File: src/rtl/fwd_hazard_if.sv
// Forwarding / hazard bundle between pipeline control and the hazard unit.
// Carries ID, EX, MEM and WB register-use info plus the unit's decisions.
interface fwd_hazard_if #(
    parameter int ADDR_W  = 5,
    parameter int NUM_SRC = 2,
    parameter int CNT_W   = 16
);
    logic                      id_valid;
    logic [NUM_SRC*ADDR_W-1:0] id_src_addr;
    logic [NUM_SRC-1:0]        id_src_used;
    logic                      id_reg_write;
    logic [ADDR_W-1:0]         id_write_addr;
    logic                      id_is_mdu;
    logic                      flush;
    logic [NUM_SRC*ADDR_W-1:0] id_ex_src_addr;
    logic                      id_ex_reg_write;
    logic                      id_ex_is_load;
    logic [ADDR_W-1:0]         id_ex_write_addr;
    logic                      ex_mem_reg_write;
    logic [ADDR_W-1:0]         ex_mem_write_reg_addr;
    logic                      mem_wb_reg_write;
    logic [ADDR_W-1:0]         mem_wb_write_reg_addr;
    logic [2*NUM_SRC-1:0]      forward_sel;
    logic                      stall;
    logic                      mdu_busy;
    logic [CNT_W-1:0]          stall_count;

    modport master (
        output id_valid, id_src_addr, id_src_used,
        output id_reg_write, id_write_addr, id_is_mdu, flush,
        output id_ex_src_addr, id_ex_reg_write,
        output id_ex_is_load, id_ex_write_addr,
        output ex_mem_reg_write, ex_mem_write_reg_addr,
        output mem_wb_reg_write, mem_wb_write_reg_addr,
        input  forward_sel, stall, mdu_busy, stall_count
    );

    modport slave (
        input  id_valid, id_src_addr, id_src_used,
        input  id_reg_write, id_write_addr, id_is_mdu, flush,
        input  id_ex_src_addr, id_ex_reg_write,
        input  id_ex_is_load, id_ex_write_addr,
        input  ex_mem_reg_write, ex_mem_write_reg_addr,
        input  mem_wb_reg_write, mem_wb_write_reg_addr,
        output forward_sel, stall, mdu_busy, stall_count
    );
endinterface

File: src/rtl/fwd_hazard_unit.sv
// Operand forwarding selects, load-use / MDU hazard stall generation,
// MDU result countdown tracking and a saturating stall cycle counter.
module fwd_hazard_unit #(
    parameter int ADDR_W  = 5,
    parameter int NUM_SRC = 2,
    parameter int MDU_LAT = 4,
    parameter int CNT_W   = 16
) (
    input  logic       clk,
    input  logic       reset,
    fwd_hazard_if.slave bus
);
    localparam int LAT_W = 4;

    typedef logic [ADDR_W-1:0] addr_t;

    logic [LAT_W-1:0]     cnt_q;
    addr_t                dst_q;
    logic [CNT_W-1:0]     scnt_q;
    logic [2*NUM_SRC-1:0] fwd;
    logic                 busy;
    logic                 ld_use;
    logic                 mdu_raw;
    logic                 mdu_waw;
    logic                 mdu_str;
    logic                 stall_c;
    logic                 issue;

    assign busy = (cnt_q != '0);

    // Per-source forwarding mux select; EX/MEM has priority over MEM/WB.
    always_comb begin
        addr_t ex_src;
        logic  mem_hit;
        logic  wb_hit;
        fwd     = '0;
        ex_src  = '0;
        mem_hit = 1'b0;
        wb_hit  = 1'b0;
        for (int i = 0; i < NUM_SRC; i++) begin
            ex_src  = bus.id_ex_src_addr[i*ADDR_W +: ADDR_W];
            mem_hit = bus.ex_mem_reg_write
                   && (bus.ex_mem_write_reg_addr != '0)
                   && (bus.ex_mem_write_reg_addr == ex_src);
            wb_hit  = bus.mem_wb_reg_write
                   && (bus.mem_wb_write_reg_addr != '0)
                   && (bus.mem_wb_write_reg_addr == ex_src);
            priority case (1'b1)
                mem_hit: fwd[2*i +: 2] = 2'b10;
                wb_hit:  fwd[2*i +: 2] = 2'b01;
                default: fwd[2*i +: 2] = 2'b00;
            endcase
        end
    end

    // Hazard detection on the ID instruction's used, nonzero sources.
    always_comb begin
        addr_t id_src;
        ld_use  = 1'b0;
        mdu_raw = 1'b0;
        id_src  = '0;
        for (int i = 0; i < NUM_SRC; i++) begin
            id_src = bus.id_src_addr[i*ADDR_W +: ADDR_W];
            if (bus.id_src_used[i] && (id_src != '0)) begin
                if (bus.id_valid && bus.id_ex_is_load
                    && bus.id_ex_reg_write
                    && (bus.id_ex_write_addr == id_src))
                    ld_use = 1'b1;
                if (busy && bus.id_valid && (dst_q == id_src))
                    mdu_raw = 1'b1;
            end
        end
        mdu_waw = busy && bus.id_valid && bus.id_reg_write
               && (dst_q != '0)
               && (bus.id_write_addr == dst_q);
        mdu_str = busy && bus.id_valid && bus.id_is_mdu;
        stall_c = !reset && !bus.flush
               && (ld_use || mdu_raw || mdu_waw || mdu_str);
        issue   = bus.id_valid && bus.id_is_mdu
               && !stall_c && !bus.flush && !reset;
    end

    // MDU destination latch and result countdown; flush never cancels it.
    always_ff @(posedge clk) begin
        if (reset) begin
            cnt_q <= '0;
            dst_q <= '0;
        end else if (issue) begin
            cnt_q <= LAT_W'(MDU_LAT);
            dst_q <= bus.id_reg_write ? bus.id_write_addr : '0;
        end else if (cnt_q != '0) begin
            cnt_q <= cnt_q - 1'b1;
        end
    end

    // Saturating count of stalled cycles.
    always_ff @(posedge clk) begin
        if (reset)
            scnt_q <= '0;
        else if (stall_c && (scnt_q != '1))
            scnt_q <= scnt_q + 1'b1;
    end

    assign bus.forward_sel = fwd;
    assign bus.stall       = stall_c;
    assign bus.mdu_busy    = busy;
    assign bus.stall_count = scnt_q;

endmodule

File: src/flat_wrapper.sv
// flat-port wrapper written by rule: the top's interface ports become plain ports
module fwd_hazard_unit_flat 
#(
    parameter int ADDR_W  = 5,
    parameter int NUM_SRC = 2,
    parameter int MDU_LAT = 4,
    parameter int CNT_W   = 16
)
  (clk, reset, bus_id_valid, bus_id_src_addr, bus_id_src_used, bus_id_reg_write, bus_id_write_addr, bus_id_is_mdu, bus_flush, bus_id_ex_src_addr, bus_id_ex_reg_write, bus_id_ex_is_load, bus_id_ex_write_addr, bus_ex_mem_reg_write, bus_ex_mem_write_reg_addr, bus_mem_wb_reg_write, bus_mem_wb_write_reg_addr, bus_forward_sel, bus_stall, bus_mdu_busy, bus_stall_count);
  fwd_hazard_if #(.ADDR_W(ADDR_W), .NUM_SRC(NUM_SRC), .CNT_W(CNT_W)) bus_i ();
  input  logic clk;
  input  logic reset;
  input wire logic [$bits(bus_i.id_valid)-1:0] bus_id_valid;
  input wire logic [$bits(bus_i.id_src_addr)-1:0] bus_id_src_addr;
  input wire logic [$bits(bus_i.id_src_used)-1:0] bus_id_src_used;
  input wire logic [$bits(bus_i.id_reg_write)-1:0] bus_id_reg_write;
  input wire logic [$bits(bus_i.id_write_addr)-1:0] bus_id_write_addr;
  input wire logic [$bits(bus_i.id_is_mdu)-1:0] bus_id_is_mdu;
  input wire logic [$bits(bus_i.flush)-1:0] bus_flush;
  input wire logic [$bits(bus_i.id_ex_src_addr)-1:0] bus_id_ex_src_addr;
  input wire logic [$bits(bus_i.id_ex_reg_write)-1:0] bus_id_ex_reg_write;
  input wire logic [$bits(bus_i.id_ex_is_load)-1:0] bus_id_ex_is_load;
  input wire logic [$bits(bus_i.id_ex_write_addr)-1:0] bus_id_ex_write_addr;
  input wire logic [$bits(bus_i.ex_mem_reg_write)-1:0] bus_ex_mem_reg_write;
  input wire logic [$bits(bus_i.ex_mem_write_reg_addr)-1:0] bus_ex_mem_write_reg_addr;
  input wire logic [$bits(bus_i.mem_wb_reg_write)-1:0] bus_mem_wb_reg_write;
  input wire logic [$bits(bus_i.mem_wb_write_reg_addr)-1:0] bus_mem_wb_write_reg_addr;
  output wire logic [$bits(bus_i.forward_sel)-1:0] bus_forward_sel;
  output wire logic [$bits(bus_i.stall)-1:0] bus_stall;
  output wire logic [$bits(bus_i.mdu_busy)-1:0] bus_mdu_busy;
  output wire logic [$bits(bus_i.stall_count)-1:0] bus_stall_count;
  assign bus_i.id_valid = bus_id_valid;
  assign bus_i.id_src_addr = bus_id_src_addr;
  assign bus_i.id_src_used = bus_id_src_used;
  assign bus_i.id_reg_write = bus_id_reg_write;
  assign bus_i.id_write_addr = bus_id_write_addr;
  assign bus_i.id_is_mdu = bus_id_is_mdu;
  assign bus_i.flush = bus_flush;
  assign bus_i.id_ex_src_addr = bus_id_ex_src_addr;
  assign bus_i.id_ex_reg_write = bus_id_ex_reg_write;
  assign bus_i.id_ex_is_load = bus_id_ex_is_load;
  assign bus_i.id_ex_write_addr = bus_id_ex_write_addr;
  assign bus_i.ex_mem_reg_write = bus_ex_mem_reg_write;
  assign bus_i.ex_mem_write_reg_addr = bus_ex_mem_write_reg_addr;
  assign bus_i.mem_wb_reg_write = bus_mem_wb_reg_write;
  assign bus_i.mem_wb_write_reg_addr = bus_mem_wb_write_reg_addr;
  assign bus_forward_sel = bus_i.forward_sel;
  assign bus_stall = bus_i.stall;
  assign bus_mdu_busy = bus_i.mdu_busy;
  assign bus_stall_count = bus_i.stall_count;
  fwd_hazard_unit #(.ADDR_W(ADDR_W), .NUM_SRC(NUM_SRC), .MDU_LAT(MDU_LAT), .CNT_W(CNT_W)) u_core (.clk(clk), .reset(reset), .bus(bus_i));
endmodule
File: config.mk
export PLATFORM = sky130hd
export DESIGN_NAME = fwd_hazard_unit_flat
export DESIGN_NICKNAME = d
export VERILOG_FILES = /design/src/rtl/fwd_hazard_if.sv /design/src/rtl/fwd_hazard_unit.sv /design/src/flat_wrapper.sv
export SDC_FILE = /design/constraint.sdc
export NUM_CORES = 1
export LEC_CHECK = 0
export CAP_MARGIN = 5
export CORE_MARGIN = 2
export CORE_UTILIZATION = 44
export CTS_CLUSTER_DIAMETER = 40
export CTS_CLUSTER_SIZE = 8
export DETAILED_ROUTE_END_ITERATION = 10
export PLACE_DENSITY_LB_ADDON = 0.25
export RECOVER_POWER = 100
export SYNTH_ARGS = -nofsm -noshare
export SYNTH_HDL_FRONTEND = slang
export SYNTH_SLANG_ARGS = --single-unit
File: constraint.sdc
create_clock -name clk -period 2.75 [get_ports clk]
set_clock_uncertainty 0.15 [all_clocks]
set_input_delay 0.4125 -clock clk [delete_from_list [all_inputs] [get_ports clk]]
set_output_delay 0.4125 -clock clk [all_outputs]
set_load 0.03 [all_outputs]
==> metrics <==
R2R Path Start=u_core.dst_q[0]; register area=501.7 sq um; GRT Residual Overflow=0; via count=2028; Initial Util=46.34%; busiest grt layer=met2; first-pass GRT wire length=8887 um; crit path launch type=input pin; hold buffers post-CTS=0; Syn Inst Count=221; syn nets=275; total track usage=21.75%; Clock Latency Late Sink=270 ps; Post-synth EDFFs=0; Via density=5.452; final setup vio count=0; Yosys top cell by area=dfxtp_1; fin nets=377; met3 Usage GRT=3.363%; Max-Cap Viols=0; Req. time, crit path=2190 ps; RePlAce Congestion=0.8671; fin. max-slew vios=0; crit path capture type=primary output; Yosys top cell area share=26.81%; Least-Margin Pin Slew=446.6 ps; Top-Level Pins=74; Setup Crit Path Kind=in2out; Cell variety after synth=44; Clock Path Buffers=2; data arrival time of the critical path=2120 ps; antenna violations before repair=0; status=complete, no violations; vias in the first global route=1962; Yosys reg bits=25; WHS Endpoint=u_core.bus.stall_count[15]; worst-path cell chain=dlygate4sd3_1 > buf_4 > xor2_1 > or4_1 > nor4_2 > buf_4; Setup WS post-layout=66.03 ps; Clk pin slew, worst setup/hold paths=90 ps; most frequent cells in the layout=clkdlybuf4s50_1, xor2_1, buf_4; die height=69.14 um; minimum clock period=2684 ps; commonest non-fill, non-tap cell in the layout=clkdlybuf4s50_1; Slowest cell on crit path=dlygate4sd3_1; DRT iter0 DRCs=99; pwr dens=352.2 nW/um^2; Root Buffer=clkbuf_8; CTS tree=built; hold_sp=u_core.bus.stall_count[15]; dominant cells by area after synthesis=dfxtp_1, xor2_1, xnor2_1, or4_1, mux2i_1; HPWL Detailed=4221 um; die area=4780 sq um; DRC viols=0; Slew HR=69.95%; routed wire length=5427 um; TritonCTS buffer count=3; fillers=322; multi-input logic area=1334 sq um; sequential fraction of the synthesis area=26.81%; die width=69.14 um; Hold WC Path Type=reg2reg; ratio of cells with drive above 1 in the final layout=16.46%; row cnt=23; yosys synthesis warning count=0; Place WS=-214.5 ps; most used cell, CP=buf_4; WL/cell=14.59 um; hold path depth=2; H-Tree Depth=1; Core ar.=4029 sq um; ANT cells=0; RSZ-0062 raised after global routing=false; final hold violation count=0; router iterations before antenna repair=4; Layout Area Growth over Synthesis=57.37%; period utilization=97.60%; CP Max Fanout=2; post-route ant nets=0; Non-Filler Instances=372; Leak=1.170 nW; asr flop ratio synth=0%; worst r2r path cells=9; Syn Area/Cell=8.447 sq um; Post-synth top flop=dfxtp_1; IO Port Bufs=73; Peak supply drop=0.0002790 V; dpl cells=363; r2r endpoint=u_core.bus.stall_count[9]; CP peak stage delay=590 ps; largest net degree at the start of global routing=31; clock sink count=25; grt met1 use=27.02%; top achievable clock speed=372.6 MHz; GRT met2 Usage=38.57%; Mapped Area=1867 sq um; r2r setup slk=150 ps
==> metal layers <==
layer / vias up / share of wire, % / routed length, um
li1: 1009 / - / -
met2: 53 / 51 / 2793
met4: 0 / 1.7 / 91
met5: - / 0 / 0
met3: 11 / 4.9 / 266
met1: 955 / 42 / 2276
==> critical path, delay by kind of cell <==
family	cells	cell delay [ps]
xor+xnor	1	130
simple gates	2	640
buf+inv	3	940
==> worst max path at each step <==
stage,from,slack [ps],cells past startpoint,to
6_report,bus_id_ex_src_addr[5],70,6,bus_forward_sel[2]
5_1_grt,bus_id_valid,0.9,10,u_core.bus.stall_count[9]
4_1_cts,bus_id_src_addr[5],20,7,bus_stall
3_5_place_dp,bus_ex_mem_write_reg_addr[0],-210,5,bus_forward_sel[3]
3_3_place_gp,bus_ex_mem_write_reg_addr[0],-100,5,bus_forward_sel[3]
2_1_floorplan,bus_ex_mem_write_reg_addr[4],140,4,bus_forward_sel[0]
==> repair_timing <==
action | CTS | global route
setup endpoints to repair | 4 | 9
resized for setup | 6 | 18
buffers inserted | 1 | 4
pin swaps | 0 | 8
==> synthesized netlist by cell type, drive strengths merged (3+ instances only) <==
master / instances
xnor2: 17
nand4: 7
xor2: 29
nor2b: 3
nand2: 10
nand2b: 5
nor3: 9
clkbuf: 3
mux2i: 7
nor4: 8
nand3: 11
nor2: 12
a21oi: 10
o31ai: 4
inv: 6
nand3b: 5
buf: 4
or3: 7
or4: 10
o21ai: 11
dfxtp: 25
==> metrics by stage <==
stage | area [sq um] | utilization (%) | hold slack (ps) | total power [W] | setup TNS (ps)
2_1_floorplan | 1879 | - | 338.8 | 0.0006328 | 0
3_3_place_gp | 2829 | 70.22 | 337.9 | 0.0008128 | -288.0
3_5_place_dp | 2829 | 70.22 | 342.5 | 0.0008217 | -1204
4_1_cts | 2885 | 71.61 | 359.7 | 0.001040 | 0
5_1_grt | 2938 | 72.92 | 390.4 | 0.001096 | 0
6_report | 2938 | 72.92 | 353.7 | 0.001035 | 0
==> cell families (layout without fill, tap and decap cells) <==
kind of cell,Yosys count,in the layout,share of synthesized area (%)
adders and majority gates,2,2,1.340
xor gates and xnor gates,46,46,21.58
buffers and inverters,13,114,3.418
and+or+nand+nor,93,93,30.10
DFF,25,25,26.81
muxes,9,9,4.960
AOI/OAI and AO/OA,33,33,11.80
==> state kept, by name, summed over array words and instances (netlist names) <==
register,cells
u_core.bus.stall_count,16
u_core.dst_q,5
u_core.cnt_q,4
==> report_power, final <==
part	internal (W)	switching (W)	leakage [nW]	total, W
sequential	0.000386	0.0000198	0.203	0.000406
clock	0.000104	0.000115	0.0228	0.000219
combinational	0.000216	0.000194	0.944	0.000410
total	0.000706	0.000329	1.17	0.00103
==> cell type report <==
class,count,area share [%]
Timing Repair Buffer,104,33.09
Multi-Input combinational cell,183,45.40
Clock buffer,4,1.533
Inverter,6,0.7666
Tap cell,50,2.129
Sequential cell,25,17.08
No activity file was read; power rests on OpenSTA's default activity.
